File: src/rtl/game_pkg.sv
// rtl/game_pkg.sv - shared screen geometry, fixed-point format and motion FSM encoding
//
// Purpose: constants shared by the player motion block, the VGA controller
// and the target generator.
// Contents: screen size, player half-extent, fixed-point fraction width,
// step limits, centre coordinates and the motion FSM state encoding.
package game_pkg;

  localparam int WIDTH     = 640;
  localparam int HEIGHT    = 480;
  localparam int HALF_SIZE = 25;
  localparam int FRAC_BITS = 4;
  localparam int MAX_STEP  = 8;
  localparam int BTN_STEP  = 2;

  localparam int CENTRE_X  = WIDTH / 2;
  localparam int CENTRE_Y  = HEIGHT / 2;

  typedef logic [1:0] motion_state_t;

  localparam motion_state_t S_IDLE   = 2'd0;
  localparam motion_state_t S_STEP   = 2'd1;
  localparam motion_state_t S_INTEG  = 2'd2;
  localparam motion_state_t S_COMMIT = 2'd3;

endpackage

File: src/rtl/player_motion_if.sv
// rtl/player_motion_if.sv - input/output bundle of the player motion integrator
//
// Purpose: groups the frame strobe, control levels, tilt, buttons and the
// committed position outputs of player_motion.
// Signals:
//   screenEnd, enable, recenter          control from timing generator / game
//   tilt_x, tilt_y                       signed tilt, 1/16 px per frame
//   BTNU, BTND, BTNL, BTNR               raw asynchronous push-buttons
//   accel_x, accel_y                     committed player centre, integer px
//   frame_tick                           one-cycle commit pulse
//   at_edge                              {top, bottom, left, right} clamp flags
// Modports: master drives the inputs (system side), slave is player_motion.
interface player_motion_if;

  logic               screenEnd;
  logic               enable;
  logic               recenter;
  logic signed [11:0] tilt_x;
  logic signed [11:0] tilt_y;
  logic               BTNU;
  logic               BTND;
  logic               BTNL;
  logic               BTNR;
  logic [31:0]        accel_x;
  logic [31:0]        accel_y;
  logic               frame_tick;
  logic [3:0]         at_edge;

  modport master (
    output screenEnd, enable, recenter, tilt_x, tilt_y,
    output BTNU, BTND, BTNL, BTNR,
    input  accel_x, accel_y, frame_tick, at_edge
  );

  modport slave (
    input  screenEnd, enable, recenter, tilt_x, tilt_y,
    input  BTNU, BTND, BTNL, BTNR,
    output accel_x, accel_y, frame_tick, at_edge
  );

endinterface

File: src/rtl/axis_integrator.sv
// rtl/axis_integrator.sv - per-axis step saturation, position accumulate and clamp
//
// Purpose: holds one axis of the player centre in fixed point and advances it
// by a saturated per-frame step, keeping the player box fully on screen.
// Ports:
//   clk, reset          clock, synchronous active-high reset
//   do_step             register the saturated step (tilt + button term)
//   do_integ            add the step to the position and clamp
//   recenter            forces a zero step and loads the centre
//   tilt                signed tilt, 1/16 px per frame
//   dir_pos, dir_neg    button direction for this axis
//   pos_fx              position, 14-bit unsigned fixed point
//   at_min, at_max      position sits exactly on the low/high clamp limit
module axis_integrator
  import game_pkg::*;
#(
  parameter int LIMIT     = 640,
  parameter int HALF_SIZE = 25,
  parameter int FRAC_BITS = 4,
  parameter int MAX_STEP  = 8,
  parameter int BTN_STEP  = 2
) (
  input  logic               clk,
  input  logic               reset,
  input  logic               do_step,
  input  logic               do_integ,
  input  logic               recenter,
  input  logic signed [11:0] tilt,
  input  logic               dir_pos,
  input  logic               dir_neg,
  output logic [13:0]        pos_fx,
  output logic               at_min,
  output logic               at_max
);

  localparam logic signed [15:0] STEP_MAX   = 16'(MAX_STEP << FRAC_BITS);
  localparam logic signed [15:0] STEP_MIN   = -STEP_MAX;
  localparam logic signed [15:0] BTN_INC    = 16'(BTN_STEP << FRAC_BITS);
  localparam logic signed [15:0] POS_MIN    = 16'(HALF_SIZE << FRAC_BITS);
  localparam logic signed [15:0] POS_MAX    = 16'((LIMIT - 1 - HALF_SIZE) << FRAC_BITS);
  localparam logic [13:0]        POS_MIN_U  = 14'(HALF_SIZE << FRAC_BITS);
  localparam logic [13:0]        POS_MAX_U  = 14'((LIMIT - 1 - HALF_SIZE) << FRAC_BITS);
  localparam logic [13:0]        POS_CENTRE = 14'((LIMIT / 2) << FRAC_BITS);

  logic signed [15:0] btn_term;
  logic signed [15:0] step_raw;
  logic signed [15:0] step_sat;
  logic signed [15:0] step_q;
  logic signed [15:0] sum;
  logic [13:0]        pos_next;

  always_comb begin
    btn_term = 16'sd0;
    // Opposing buttons cancel on the axis.
    if (dir_pos && !dir_neg) begin
      btn_term = BTN_INC;
    end else if (dir_neg && !dir_pos) begin
      btn_term = -BTN_INC;
    end
    step_raw = $signed({{4{tilt[11]}}, tilt}) + btn_term;
    step_sat = step_raw;
    if (step_raw > STEP_MAX) begin
      step_sat = STEP_MAX;
    end else if (step_raw < STEP_MIN) begin
      step_sat = STEP_MIN;
    end
  end

  always_comb begin
    sum      = $signed({2'b00, pos_fx}) + step_q;
    pos_next = sum[13:0];
    if (sum < POS_MIN) begin
      pos_next = POS_MIN_U;
    end else if (sum > POS_MAX) begin
      pos_next = POS_MAX_U;
    end
  end

  always_ff @(posedge clk) begin
    if (reset) begin
      step_q <= 16'sd0;
      pos_fx <= POS_CENTRE;
    end else begin
      if (do_step) begin
        step_q <= recenter ? 16'sd0 : step_sat;
      end
      if (do_integ) begin
        pos_fx <= recenter ? POS_CENTRE : pos_next;
      end
    end
  end

  assign at_min = (pos_fx == POS_MIN_U);
  assign at_max = (pos_fx == POS_MAX_U);

endmodule

File: src/rtl/player_motion.sv
// rtl/player_motion.sv - per-frame player position integrator feeding the VGA controller
//
// Purpose: once per frame (screenEnd rising edge) combines tilt and buttons
// into a saturated step, integrates it into the player centre, clamps it on
// screen and commits both coordinates together.
// Ports:
//   clk_25mHz   pixel clock
//   reset       synchronous, active-high
//   bus         player_motion_if.slave: screenEnd, enable, recenter, tilt_x/y,
//               BTNU/D/L/R in; accel_x/y, frame_tick, at_edge out
module player_motion
  import game_pkg::*;
#(
  parameter int WIDTH     = game_pkg::WIDTH,
  parameter int HEIGHT    = game_pkg::HEIGHT,
  parameter int HALF_SIZE = game_pkg::HALF_SIZE,
  parameter int FRAC_BITS = game_pkg::FRAC_BITS,
  parameter int MAX_STEP  = game_pkg::MAX_STEP,
  parameter int BTN_STEP  = game_pkg::BTN_STEP
) (
  input  logic           clk_25mHz,
  input  logic           reset,
  player_motion_if.slave bus
);

  // Button order everywhere below: {U, D, L, R}.
  logic [3:0]    btn_meta;
  logic [3:0]    btn_sync;
  logic [3:0]    btn_lat;
  logic          recenter_lat;

  logic          screen_end_q;
  logic          tick_q;

  motion_state_t state;
  motion_state_t state_next;
  logic          take_tick;
  logic          do_step;
  logic          do_integ;
  logic          do_commit;

  logic [13:0]   pos_x_fx;
  logic [13:0]   pos_y_fx;
  logic          x_min, x_max, y_min, y_max;

  logic [9:0]    accel_x_q;
  logic [9:0]    accel_y_q;
  logic [3:0]    at_edge_q;
  logic          frame_tick_q;

  always_ff @(posedge clk_25mHz) begin
    if (reset) begin
      btn_meta <= 4'b0;
      btn_sync <= 4'b0;
    end else begin
      btn_meta <= {bus.BTNU, bus.BTND, bus.BTNL, bus.BTNR};
      btn_sync <= btn_meta;
    end
  end

  // The edge register resets high so a strobe already asserted when reset
  // releases is not mistaken for a new frame. The tick itself is registered,
  // giving the one-cycle edge stage ahead of the FSM.
  always_ff @(posedge clk_25mHz) begin
    if (reset) begin
      screen_end_q <= 1'b1;
      tick_q       <= 1'b0;
    end else begin
      screen_end_q <= bus.screenEnd;
      tick_q       <= bus.screenEnd & ~screen_end_q;
    end
  end

  always_ff @(posedge clk_25mHz) begin
    if (reset) begin
      state <= S_IDLE;
    end else begin
      state <= state_next;
    end
  end

  always_comb begin
    state_next = state;
    case (state)
      S_IDLE:   if (tick_q && bus.enable) state_next = S_STEP;
      S_STEP:   state_next = S_INTEG;
      S_INTEG:  state_next = S_COMMIT;
      S_COMMIT: state_next = S_IDLE;
      default:  state_next = S_IDLE;
    endcase
  end

  always_comb begin
    take_tick = (state == S_IDLE) && tick_q && bus.enable;
    do_step   = (state == S_STEP);
    do_integ  = (state == S_INTEG);
    do_commit = (state == S_COMMIT);
  end

  // Buttons and recenter are captured when the tick is accepted so that the
  // whole update uses one consistent snapshot.
  always_ff @(posedge clk_25mHz) begin
    if (reset) begin
      btn_lat      <= 4'b0;
      recenter_lat <= 1'b0;
    end else if (take_tick) begin
      btn_lat      <= btn_sync;
      recenter_lat <= bus.recenter;
    end
  end

  axis_integrator #(
    .LIMIT     (WIDTH),
    .HALF_SIZE (HALF_SIZE),
    .FRAC_BITS (FRAC_BITS),
    .MAX_STEP  (MAX_STEP),
    .BTN_STEP  (BTN_STEP)
  ) u_axis_x (
    .clk      (clk_25mHz),
    .reset    (reset),
    .do_step  (do_step),
    .do_integ (do_integ),
    .recenter (recenter_lat),
    .tilt     (bus.tilt_x),
    .dir_pos  (btn_lat[0]),
    .dir_neg  (btn_lat[1]),
    .pos_fx   (pos_x_fx),
    .at_min   (x_min),
    .at_max   (x_max)
  );

  axis_integrator #(
    .LIMIT     (HEIGHT),
    .HALF_SIZE (HALF_SIZE),
    .FRAC_BITS (FRAC_BITS),
    .MAX_STEP  (MAX_STEP),
    .BTN_STEP  (BTN_STEP)
  ) u_axis_y (
    .clk      (clk_25mHz),
    .reset    (reset),
    .do_step  (do_step),
    .do_integ (do_integ),
    .recenter (recenter_lat),
    .tilt     (bus.tilt_y),
    .dir_pos  (btn_lat[2]),
    .dir_neg  (btn_lat[3]),
    .pos_fx   (pos_y_fx),
    .at_min   (y_min),
    .at_max   (y_max)
  );

  // Outputs only move in the commit cycle, so both axes update on one edge.
  always_ff @(posedge clk_25mHz) begin
    if (reset) begin
      accel_x_q    <= 10'((WIDTH / 2));
      accel_y_q    <= 10'((HEIGHT / 2));
      at_edge_q    <= 4'b0;
      frame_tick_q <= 1'b0;
    end else begin
      frame_tick_q <= do_commit;
      if (do_commit) begin
        accel_x_q <= pos_x_fx[13:4];
        accel_y_q <= pos_y_fx[13:4];
        at_edge_q <= {y_min, y_max, x_min, x_max};
      end
    end
  end

  assign bus.accel_x    = {22'b0, accel_x_q};
  assign bus.accel_y    = {22'b0, accel_y_q};
  assign bus.at_edge    = at_edge_q;
  assign bus.frame_tick = frame_tick_q;

endmodule
File: src/flat_wrapper.sv
// flat-port wrapper written by rule: the top's interface ports become plain ports
module player_motion_flat import game_pkg::*;
#(
  parameter int WIDTH     = game_pkg::WIDTH,
  parameter int HEIGHT    = game_pkg::HEIGHT,
  parameter int HALF_SIZE = game_pkg::HALF_SIZE,
  parameter int FRAC_BITS = game_pkg::FRAC_BITS,
  parameter int MAX_STEP  = game_pkg::MAX_STEP,
  parameter int BTN_STEP  = game_pkg::BTN_STEP
)
  (clk_25mHz, reset, bus_screenEnd, bus_enable, bus_recenter, bus_tilt_x, bus_tilt_y, bus_BTNU, bus_BTND, bus_BTNL, bus_BTNR, bus_accel_x, bus_accel_y, bus_frame_tick, bus_at_edge);
  player_motion_if bus_i ();
  input  logic clk_25mHz;
  input  logic reset;
  input wire logic [$bits(bus_i.screenEnd)-1:0] bus_screenEnd;
  input wire logic [$bits(bus_i.enable)-1:0] bus_enable;
  input wire logic [$bits(bus_i.recenter)-1:0] bus_recenter;
  input wire logic [$bits(bus_i.tilt_x)-1:0] bus_tilt_x;
  input wire logic [$bits(bus_i.tilt_y)-1:0] bus_tilt_y;
  input wire logic [$bits(bus_i.BTNU)-1:0] bus_BTNU;
  input wire logic [$bits(bus_i.BTND)-1:0] bus_BTND;
  input wire logic [$bits(bus_i.BTNL)-1:0] bus_BTNL;
  input wire logic [$bits(bus_i.BTNR)-1:0] bus_BTNR;
  output wire logic [$bits(bus_i.accel_x)-1:0] bus_accel_x;
  output wire logic [$bits(bus_i.accel_y)-1:0] bus_accel_y;
  output wire logic [$bits(bus_i.frame_tick)-1:0] bus_frame_tick;
  output wire logic [$bits(bus_i.at_edge)-1:0] bus_at_edge;
  assign bus_i.screenEnd = bus_screenEnd;
  assign bus_i.enable = bus_enable;
  assign bus_i.recenter = bus_recenter;
  assign bus_i.tilt_x = bus_tilt_x;
  assign bus_i.tilt_y = bus_tilt_y;
  assign bus_i.BTNU = bus_BTNU;
  assign bus_i.BTND = bus_BTND;
  assign bus_i.BTNL = bus_BTNL;
  assign bus_i.BTNR = bus_BTNR;
  assign bus_accel_x = bus_i.accel_x;
  assign bus_accel_y = bus_i.accel_y;
  assign bus_frame_tick = bus_i.frame_tick;
  assign bus_at_edge = bus_i.at_edge;
  player_motion #(.WIDTH(WIDTH), .HEIGHT(HEIGHT), .HALF_SIZE(HALF_SIZE), .FRAC_BITS(FRAC_BITS), .MAX_STEP(MAX_STEP), .BTN_STEP(BTN_STEP)) u_core (.clk_25mHz(clk_25mHz), .reset(reset), .bus(bus_i));
endmodule
File: config.mk
export PLATFORM = sky130hd
export DESIGN_NAME = player_motion_flat
export DESIGN_NICKNAME = d
export VERILOG_FILES = /design/src/rtl/game_pkg.sv /design/src/rtl/player_motion_if.sv /design/src/rtl/axis_integrator.sv /design/src/rtl/player_motion.sv /design/src/flat_wrapper.sv
export SDC_FILE = /design/constraint.sdc
export NUM_CORES = 1
export LEC_CHECK = 0
export BUFFER_PORTS_ARGS = -buffer_cell sky130_fd_sc_hd__buf_2
export CAP_MARGIN = 20
export CORE_UTILIZATION = 65
export CTS_BUF_LIST = sky130_fd_sc_hd__clkbuf_2 sky130_fd_sc_hd__clkbuf_4 sky130_fd_sc_hd__clkbuf_8
export DETAILED_ROUTE_END_ITERATION = 6
export GPL_TIMING_DRIVEN = 0
export PLACE_DENSITY_LB_ADDON = 0.25
export SETUP_SLACK_MARGIN = 0.15
export SLEW_MARGIN = 0
export SYNTH_ARGS = -nofsm -noshare
export SYNTH_HDL_FRONTEND = slang
export SYNTH_SLANG_ARGS = --single-unit
export TNS_END_PERCENT = 100
File: constraint.sdc
create_clock -name clk_25mHz -period 7.55 [get_ports clk_25mHz]
set_input_delay 0 -clock clk_25mHz [delete_from_list [all_inputs] [get_ports clk_25mHz]]
set_output_delay 0 -clock clk_25mHz [all_outputs]
set_load 0.02 [all_outputs]
# [Word-level counts from Yosys, hierarchy flattened]
# Cells that the tools add are included.
[word_totals] out_inout_bits=69 regBits=102
[op_classes] order_cmp=8 n_addsub=4 n_mux=18 n_bitwise=2 n_reduce_logical=12 eq_ne=8
[ops] op="16-bit two-way mux" n=10
[ops] op="14-bit two-way mux" n=6
[ops] op="12-bit by 16-bit adder with 16-bit output" n=2
[ops] op="15-bit by 16-bit adder with 16-bit output" n=2
[ops] op="16-bit by 9-bit > comparator with 1-bit output, second input constant" n=2
[ops] op="16-bit by 10-bit < comparator with 1-bit output, second input constant" n=2
[ops] op="16-bit by 8-bit < comparator with 1-bit output, second input constant" n=2
[ops] op="14-bit by 9-bit == test with 1-bit output, second input constant" n=2
[ops] op="16-bit by 14-bit > comparator with 1-bit output, second input constant" n=1
[ops] op="16-bit by 15-bit > comparator with 1-bit output, second input constant" n=1
[ops] op="14-bit by 13-bit == test with 1-bit output, second input constant" n=1
[ops] op="14-bit == test, second input constant" n=1
[ops] op="2-bit case mux with 4 select lines" n=1
[ops] op="1-bit logical AND" n=7
[ops] op="2-bit == test, second input constant" n=2
[ops] op="1-bit zero test" n=4
[ops] op="2-bit by 1-bit == test with 1-bit output, second input constant" n=1
[ops] op="2-bit zero test" n=1
[ops] op="2-bit two-way mux" n=1
[ops] op="2-bit by 1-bit inequality test with 1-bit output, second input constant" n=1
[ops] op="1-bit AND" n=1
[ops] op="1-bit inverter" n=1

# [Longest topological paths before layout]
# Gate-level depths: netlist (run 1).
[depth] word_depth=9 depth_mapped=18 mapped_depth_nobuf=16

# [Cells and area by module]
# Synthesis (run 1) repeated with hierarchy kept, for this count alone.
[unflattened] hier_cells=802 area_unflattened_um2=6895.4
[modules_own_cells] module="axis_integrator (u_core.u_axis_x)" instances=1 cells_per_inst=322 area_each_um2=2587.5 seq_area_each_um2=600.6
[modules_own_cells] module="axis_integrator (u_core.u_axis_y)" instances=1 cells_per_inst=295 area_each_um2=2403.6 seq_area_each_um2=600.6
[modules_own_cells] module="player_motion" instances=1 cells_per_inst=185 area_each_um2=1904.3 seq_area_each_um2=840.8

# [Least setup slack after synthesis (run 1)]
# OpenSTA, ideal clock, no wires.
[synth_timing] path_kind="register to register" start="reg u_core.btn_lat[2]" end="reg u_core.u_axis_y.step_q[0]" arrival_time_ps=3732 setup_ps=61 period_less_slack_ps=3793 t_required_ps=7489 stages_incl_launch_ff=17 setup_slack_ps=3757 n_path_buf=2 path_cell_list="dfxtp_1 > inv_1 > ha_1 > buf_2 > buf_2 > xor2_1 > ha_1 > and3b_1 > o21ai_0 > nand3b_1 > a21oi_1 > o311a_1 > inv_1 > or4_1 > ha_1 > nor4b_2 > a22o_1"
[synth_via] elab_chain_cells=9
[synth_lines] element="start: declaration" line_no="player_motion.sv:29" rtl="logic [3:0] btn_lat;"
[synth_lines] element="start signal: assignment" line_no="player_motion.sv:107" rtl="btn_lat <= btn_sync;"
[synth_lines] element="1-bit zero test" line_no="axis_integrator.sv:57" rtl="end else if (dir_neg && !dir_pos) begin"
[synth_lines] element="1-bit logical AND" line_no="axis_integrator.sv:57"
[synth_lines] element="16-bit two-way mux" line_no="axis_integrator.sv:57"
[synth_lines] element="16-bit two-way mux (*)" line_no="axis_integrator.sv:55" rtl="if (dir_pos && !dir_neg) begin"
[synth_lines] element="12-bit by 16-bit adder with 16-bit output (*)" line_no="axis_integrator.sv:60" rtl="step_raw = $signed({{4{tilt[11]}}, tilt}) + btn_term;"
[synth_lines] element="16-bit by 8-bit < comparator with 1-bit output" line_no="axis_integrator.sv:64" rtl="end else if (step_raw < STEP_MIN) begin"
[synth_lines] element="16-bit two-way mux" line_no="axis_integrator.sv:64"
[synth_lines] element="16-bit two-way mux (*)" line_no="axis_integrator.sv:62" rtl="if (step_raw > STEP_MAX) begin"
[synth_lines] element="16-bit two-way mux (*)" line_no="axis_integrator.sv:85" rtl="step_q <= recenter ? 16'sd0 : step_sat;"
[synth_lines] element="end signal: assignment" line_no="axis_integrator.sv:85"
[synth_lines] element="end: declaration" line_no="axis_integrator.sv:48" rtl="logic signed [15:0] step_q;"
# Mark *: on every way between the ends. The rest lies on a longest branch, timed or not.
# A chain may end at the register's enable or synchronous reset.

# [Worst setup path in the final report (run 1)]
[layout_timing] start="reg u_core.btn_lat[2]" end="reg u_core.u_axis_y.step_q[3]"
# Same word-level chain as after synthesis.

==> summary by stage, run 1 <==
Final layout
The layout-stage area growth over the synthesis result is 13.3%. Counting the fill cells in the layout gives a little over 800. The area used by sequential logic in the layout is approximately 2000 sq um. Of the cells placed in the final design, the portion with a size suffix greater than 1 is 13.7%. The number of cells in the finished layout apart from fillers is approximately 1.1k. The footprint of the multi-input gates is approximately 4600 sq um. The number of nets in the final layout is 1056. The library cell used most frequently in the layout, excluding fill and tap cells, is dfxtp_1. The diode insertion count for antenna repair is 0. The library cells used most frequently in the layout, excluding fill and tap cells, are dfxtp_1, nand2_1, nor2_1, buf_2, a21oi_1.

Worst setup path
The critical path is of the register to register type. The type of destination of the critical path is a register. Along the worst path, the maximum fanout reaches 10.

Data on the critical path arrives at its endpoint at around 4.7 ns. The data required time at the worst endpoint is a little under 8 ns. STA classifies the critical path startpoint as a register.

Synthesis
The fraction of the mapped netlist area in compound gates is approximately a quarter. After Yosys synthesis, full adders, half adders and majority gates account for just over 8% of the synthesized area. After technology mapping, the gate count stands at ~860.

The flip-flop and latch count after synthesis is about 100. The flip-flop cell with the highest count after synthesis is dfxtp_1. Counting flops with a built-in enable in the synthesized netlist gives 0.

The synthesized netlist devotes 19.4% of its cell area to simple gates. The combinational family with the most area after synthesis is compound AO/OA/AOI/OAI gates. The per-instance average area after synthesis is ~8.3 sq um. After synthesis, flip-flops and latches occupy 28.8% of the total area. Of the total synthesized cell area, the portion taken by XOR and XNOR cells is under 10%. The share of synthesized area spent on multiplexers is about 4.2%. In this run the cell area of the synthesized design comes to between 7000 and 8000 sq um. After synthesis, the share of flip-flops with an asynchronous set or reset is 0%. The unique cell type count in the Yosys netlist is 85. The count of synthesis-stage warnings from yosys is 0.

Route
The total routed wirelength is 17400 microns. In the routed design, unresolved DRC markers number 0. The count of TritonRoute iterations in the first routing pass is 5. The count of antenna-violating nets left after detailed routing is 0. For this block, the initial DRC count from the detailed router was 359. The via-per-instance ratio is around 6.0. The routed layout has between 6k and 7k vias. The wire length per cell is around 16 microns.

GRT
After global routing the overflow that remains totals 0. Global routing used between 40% and 50% of the available met1 tracks. The first global-routing pass estimated 28300 microns of wire. The busiest layer in global routing is met2. The global-route track usage on met2 is approximately 54%. Entering global routing, the biggest net connects 17 pins. The via count of the first global-routing pass is between 5k and 6k. Global routing used 31.2% of the available tracks. The number of antenna violations at the first check in global routing is 0. In the global route stage, met3 resource usage came out at 4.29%.

Floorplanning
The starting density of the core is between 60% and 70%. The total die area is approximately 11000 sq um. The count of pins on the block boundary is just over 100. The core region is around 10000 sq um. The die span in y is between 100 and 150 microns. The die extent in x is around 110 microns.

The floorplan has 37 rows.

Placed design
The count of buffers added on input and output ports is about 50. Routability-driven placement finished with a final weighted congestion of around 0.94. After legalization and detailed placement, the total HPWL measured between 10000 and 15000 microns.

The cell total after placement is between 1k and 1.5k.

STA
The maximum clock frequency is around 230 MHz. The count of final setup violators is 0. The worst path in the final design needs a cycle of roughly 4.3 ns, including I/O delays and setup. The max-slew violation count is 0. Measured against its own limit, the worst slew margin works out to 47.4%. The total count of hold-check failures in the final report came to 0. The final cycle utilization of the critical path is between 50% and 60%.

Setup repair after global routing left no endpoint under its margin. For the final database, setup skew stands at just over 0.008 ns. For the pin with the worst max-slew slack, the measured transition is about 0.8 ns.

Setup total negative slack on the finished layout was measured at 0 ns.

CTS
TritonCTS built the clock tree. The source-to-sink clock delay at the later pin of the worst-skew pair is about 0.37 ns. The number of hold buffers added after CTS was 17.

The CTS sink count is roughly 100. The number of buffers added by the clock tree synthesis step is 9. The clock passes through at most 2 buffers. The cell sitting at the root of the clock tree is a clkbuf_8. In this run the post-CTS setup repair buffer count came out at 0.

The H-tree generated during clock tree synthesis spans 3 levels. Clock-pin slew was measured on the worst setup and hold paths at about 0.090 ns. The post-cts repair resize count is 0.

Outcome
The flow ran to the end, and the final reports show no timing, DRC or antenna violations.

Pwr
The leakage power total is 3.52 nW. IR analysis of the VDD net gives a maximum drop of between 150 and 200 uV. The areal power density over the cells is approximately 170 nW/um^2.

Worst hold path
The class of the worst hold path is primary input to register.

Run
The tool flagged a number of max-cap violations equal to 0.
cell usage after synthesis, drive strengths merged, types with 8 or more instances:
| cell | instances | area (sq um) |
|---|---|---|
| o211ai | 13 | 97.6 |
| o31ai | 10 | 93.8 |
| o21ai | 42 | 210 |
| nand4 | 11 | 68.8 |
| a22o | 14 | 123 |
| nor4 | 9 | 56.3 |
| nor3 | 20 | 105 |
| nand2 | 75 | 282 |
| a21oi | 55 | 275 |
| a21o | 19 | 143 |
| ha | 43 | 538 |
| mux2i | 29 | 290 |
| o41ai | 8 | 88.8 |
| dfxtp | 102 | 2040 |
| inv | 31 | 116 |
| a211oi | 12 | 103 |
| a31oi | 9 | 56.3 |
| nand2b | 8 | 50.1 |
| clkbuf | 31 | 116 |
| nor2b | 13 | 81.3 |
| nand3 | 16 | 92.6 |
| buf | 54 | 375 |
| xnor2 | 21 | 184 |
| nor2 | 70 | 263 |
| xor2 | 17 | 149 |
registers in the layout, summed over array words and instances, names as in the netlist:
signal / count
u_core.u_axis_x.step_q: 16
u_core.u_axis_y.step_q: 16
u_core.u_axis_x.pos_fx: 14
u_core.u_axis_y.pos_fx: 14
u_core.accel_x_q: 10
u_core.accel_y_q: 10
u_core.btn_lat: 4
u_core.btn_meta: 4
u_core.btn_sync: 4
u_core.bus.at_edge: 4
u_core.state: 2
u_core.bus.frame_tick: 1
u_core.recenter_lat: 1
u_core.screen_end_q: 1
u_core.tick_q: 1
critical path: stages (launching register included):
cell      delay, ns
dfxtp_1        0.35
inv_1          0.07
ha_1           0.18
buf_2          0.16
buf_2          0.21
xor2_1         0.18
ha_1           0.26
and3b_1        0.18
o21ai_0        0.27
nand3b_1       0.15
a21oi_1        0.16
o311a_1        0.25
inv_1          0.07
or4_1          0.52
ha_1           0.40
nor4b_2        0.67
a22o_1         0.22
metrics by stage:
stage	hold slack [ns]	setup slack, ns	power [mW]	utilization (%)	area, sq um
after CTS	0.00394	3.24	1.39	76.9	8040
after detailed placement	0.211	3.28	1.04	73.4	7680
after floorplan	0.107	3.76	0.950	-	7260
after global routing	0.0196	2.82	1.47	76.9	8040
after global placement	0.200	3.30	1.03	73.4	7680
final	0.0165	3.20	1.40	76.9	8040
cell families (layout without fill, tap and decap cells):
logic type / Yosys count / in the layout
simple gates: 270 / 270
compound gates: 255 / 255
buf+inv: 117 / 198
flops: 102 / 102
fa+ha+maj: 45 / 45
xor+xnor: 38 / 38
mux: 30 / 30
other cells: 1 / 44
metal layers:
metal / routed length, microns / share of wire [%] / vias up
li1: - / - / 3317
met1: 7580 / 44 / 3075
met2: 8190 / 47 / 274
met3: 1350 / 7.7 / 32
met4: 310 / 1.8 / 0
met5: 0 / 0 / -
layout make-up:
class,count,share of cell area [%]
multi-input combinational,682,57.3
sequential,102,25.4
buffer,85,6.11
timing repair buffer,66,5.16
tap,136,2.12
clock buffer,10,1.71
inverter,32,1.49
clock inverter,5,0.747
report_power, final:
part | internal (mW) | switching, mW
Sequential | 0.568 | 0.0279
Combinational | 0.179 | 0.277
Clock | 0.161 | 0.186
Total | 0.907 | 0.490
path summary, 6_finish.rpt:
check | start | end | slack, ns | depth (start not counted)
setup / recovery | u_core.btn_lat[2] | u_core.u_axis_y.step_q[3] | 3.20 | 16
hold / removal | bus_tilt_y[5] | u_core.u_axis_y.step_q[5] | 0.02 | 3
setup reg to reg | u_core.btn_lat[2] | u_core.u_axis_y.step_q[3] | 3.20 | 16
hold reg to reg | u_core.screen_end_q | u_core.tick_q | 0.40 | 1
Power figures use the tool's default switching activity.
==> inputs of run 2 (changes only) <==
- CORE_UTILIZATION: 65 -> 60
- clock period: 7.55 -> 4.1 ns (I/O delays scaled with it)
==> run 2 against run 1 <==
  * Clock power up 93%
  * Sequential share of layout area down 0.32 points
  * Die area up 8.2%
  * Total power up 86%
  * Cell area up 1.3%
  * Critical path depth up 1
  * Worst setup slack worse by 2.9 ns
  * Largest cell class unchanged
==> summary by stage, run 2 (synthesized netlist as in run 1, its figures left out) <==
Pwr
The fraction of power consumed by sequential logic was 42.1% (-0.5 points). The power dissipated by switching net loads is 0.932 mW (+90%). The total power after layout is 2.60 mW (+86%).

The portion of total power attributed to combinational logic is 32.2% (-0.4 points). The part of the total power dissipated in the clock network is 25.7% (+0.9 points). The areal power density over the cells is 319 nW/um^2 (+84%).

The internal power of the cells was 1.67 mW (+84%). The leakage power total is 3.55 nW (+0.91%). The largest voltage drop on the vdd net is 290 uV (+71%). The net switching fraction of the power is 35.8% (+0.75 points).

STA
The total count of hold-check failures in the final report is 0 (unchanged). Setup repair after global routing left no endpoint under its margin. The max-slew headroom at the worst pin was 41.9% (-5.5 points). The count of final setup violators came to 0 (unchanged). The max-slew violation count is 0 (unchanged). The setup TNS after final layout is 0 ns (unchanged).

The final cycle utilization of the critical path is 91.6% (+34 points). The hold slack is 0.0666 ns (+0.0501 ns). The transition time at the pin with the least slew margin is 0.872 ns (+0.0829 ns). The minimum clock period after layout is 3.76 ns (-0.594 ns). The clock tree skew after final layout is 0.00936 ns (+0.00129 ns). The maximum clock frequency came to 266 MHz (+16%).

Route
The count of antenna-violating nets left after detailed routing is 0 (unchanged). The total routed wirelength came to 17100 microns (-2.2%). The via-per-instance ratio is 5.82 (-2.9%). The routed via count is 6569 (-1.9%). The initial DRC count is 351 (-2.2%). The wire length per cell is 15.1 microns (-3.1%).

The number of remaining DRC errors came to 0 (unchanged). The count of TritonRoute iterations in the first routing pass is 5 (unchanged).

Final layout
The fill cell instance count of the final layout is 930 (+15%). The library cells used most frequently in the layout, excluding fill and tap cells, are dfxtp_1, nand2_1, nor2_1, a21oi_1, buf_2. The total non-filler cell area in the finished layout is 8150 sq um (+1.3%). The diode insertion count for antenna repair is 0 (unchanged).

The largest registers in the layout are u_core.u_axis_x.step_q x16, u_core.u_axis_y.step_q x16. The area growth from synthesis to layout is 14.8%. The number of nets in the final layout came to 1059 (+0.28%). The share of final-layout standard cells stronger than drive strength 1 was 14.8% (+1.1 points). The library cell used most frequently in the layout, excluding fill and tap cells, is dfxtp_1. The share of the core filled with cells is 71.0% (-5.8 points).

GRT
The global-route wire length before repair came to 27600 microns (-2.7%). The via count of the first global-routing pass is 5619 (-6.1%). The global routing usage summed across all routing layers is 27.6% (-3.6 points). The largest net degree at the start of global routing was 19 (+2). The sum of overflow across all layers after global routing was 0 (unchanged). The number of antenna violations at the first check in global routing was 0 (unchanged).

Floorplanning
The total die area was 12300 sq um (+8.2%). The die span in y came to 111 microns (+4.0%). The number of placement rows is 39 (+5.4%). The core outline area is 11500 sq um (+9.6%).

The count of pins on the block boundary is 102 (unchanged). The die extent in x was 111 microns (+4.0%). The starting density of the core is 61.9% (-5.9 points).

Worst setup path
The delay contributed by the slowest stage of the critical path came to 0.56 ns (-0.11 ns). In this run the critical register-to-register path is captured at u_core.u_axis_y.step_q[3]. In this run the critical register-to-register path is launched from u_core.btn_lat[2]. The cell depth of the worst flop-to-flop path was 17 (+1). By startpoint and endpoint, the worst setup path is classified as register to register. The worst setup slack for register-to-register paths is 0.34 ns (-2.86 ns). The instance count on the critical path is 17 (+1). The cell type of the slowest stage on the worst timing path is or4_4. The type of origin of the critical path is a register. The critical path goes through inv_1 -> ha_1 -> buf_2 -> buf_4 -> xor2_1 -> ha_2 -> and3b_1 -> o21ai_2 -> nand3b_1 -> a21oi_1 -> o311a_1 -> inv_1 -> or4_4 -> ha_4 -> nor4b_4 -> buf_4 -> a22o_1.

The type of destination of the critical path is a register. The maximum fanout encountered on the critical timing path is 10 (unchanged). The family with the most delay on the worst path is simple AND/OR/NAND/NOR gates.

The buffer and inverter count on the worst path was 5 (+1). The data required time at the worst endpoint was 4.44 ns (-3.43 ns). The arrival time of the worst setup path came to 4.09 ns (-0.58 ns).

CTS
The clock edge transition at the registers on the reported setup and hold paths is 0.10 ns (about the same). The number of buffers added by the clock tree synthesis step is 9 (unchanged). The clock tree from TritonCTS is yes. The source-to-sink clock delay at the later pin of the worst-skew pair is 0.38 ns (about the same). The buffer cell driving the clock tree root is clkbuf_8. The CTS H-tree depth was 3 (unchanged). The maximum buffer depth of the clock tree is 2 (unchanged).

The CTS sink count is 102 (unchanged).

Worst hold path
In this run the most critical hold path is launched from bus_tilt_x[8]. The worst hold path cell count is 4 (+1). The path class of the tightest hold or removal check is primary input to register.

For hold timing, the worst endpoint is u_core.u_axis_x.step_q[8].

Placed design
The number of buffer cells added on primary ports is 49 (unchanged). The routability congestion estimate was 0.948 (+0.54%). The area of placed instances was 7680 sq um (+0.11%). The sum of net half-perimeters after detailed placement came to 12900 microns (-2.8%).

Outcome
The flow ran to the end, and the final reports show no timing, DRC or antenna violations.

Run
The max capacitance violation total is 0 (unchanged).
-- run 2: cell types whose count changed in the layout (fill, tap and decap cells not counted), moves of 2 or more --
cell           change
buf_4              +2
clkbuf_1           -3
clkbuf_2           +2
clkinvlp_4         +2
dlygate4sd3_1      +2
ha_1               -2
o21ai_0            -2
-- run 2: per-stage QoR --
stage / cells / worst slack, ns
3_5_place_dp: 1093 / -0.162
5_1_grt: 1129 / 0.136
4_1_cts: 1129 / 0.170
3_3_place_gp: 1093 / -0.143
6_report: 1129 / 0.344
2_1_floorplan: 901 / 0.307
-- run 2: how the worst max path moves through the flow --
stage                                end  slack (ns)         startpoint
2_1_floorplan  u_core.u_axis_y.step_q[0]        0.31  u_core.btn_lat[2]
3_3_place_gp   u_core.u_axis_y.step_q[3]       -0.14  u_core.btn_lat[2]
3_5_place_dp   u_core.u_axis_y.step_q[0]       -0.16  u_core.btn_lat[2]
4_1_cts        u_core.u_axis_x.step_q[5]        0.17  u_core.btn_lat[0]
5_1_grt        u_core.u_axis_y.step_q[3]        0.14  u_core.btn_lat[2]
6_report       u_core.u_axis_y.step_q[3]        0.34  u_core.btn_lat[2]
-- run 2: cell type report --
| cell class | instances | area (sq um) | area share [%] |
|---|---|---|---|
| clock inverters | 7 | 81.3 | 0.998 |
| repair buffers | 69 | 443 | 5.44 |
| well taps | 143 | 179 | 2.20 |
| clock buffers | 9 | 124 | 1.52 |
| inverters | 32 | 120 | 1.47 |
| multi-input cells | 682 | 4660 | 57.2 |
| plain buffers | 85 | 500 | 6.14 |
| flip-flops and latches | 102 | 2040 | 25.1 |
-- run 2: timing repair --
action                                  in CTS  in global routing
setup buffers                                1                  0
pin swaps                                    1                  2
endpoints found under the hold margin       21                  0
hold buffers                                19                  0
gates resized for setup                      4                 17
endpoints found under the setup margin      16                 32
-- run 2: power by group through the flow --
stage	registers (mW)	logic, mW	clock network [mW]
floorplan	1.10	0.651	0
global placement	1.11	0.788	0
detailed placement	1.12	0.798	0
CTS	1.09	0.820	0.670
global route	1.10	0.926	0.713
finish	1.10	0.839	0.668
-- run 2: tightest hold or removal path: stages --
cell	delay (ns)
buf_2	0.14
xnor2_1	0.11
nor2_1	0.08
o21ai_0	0.07
-- run 2: per-layer routing --
metal  GRT usage [%]  vias to the layer above  routed length (microns)
met1            39.2                     2937                     7920
li1                -                     3337                        -
met5               0                        -                        0
met2            42.6                      264                     7410
met3            3.88                       31                     1350
met4            9.87                        0                      379
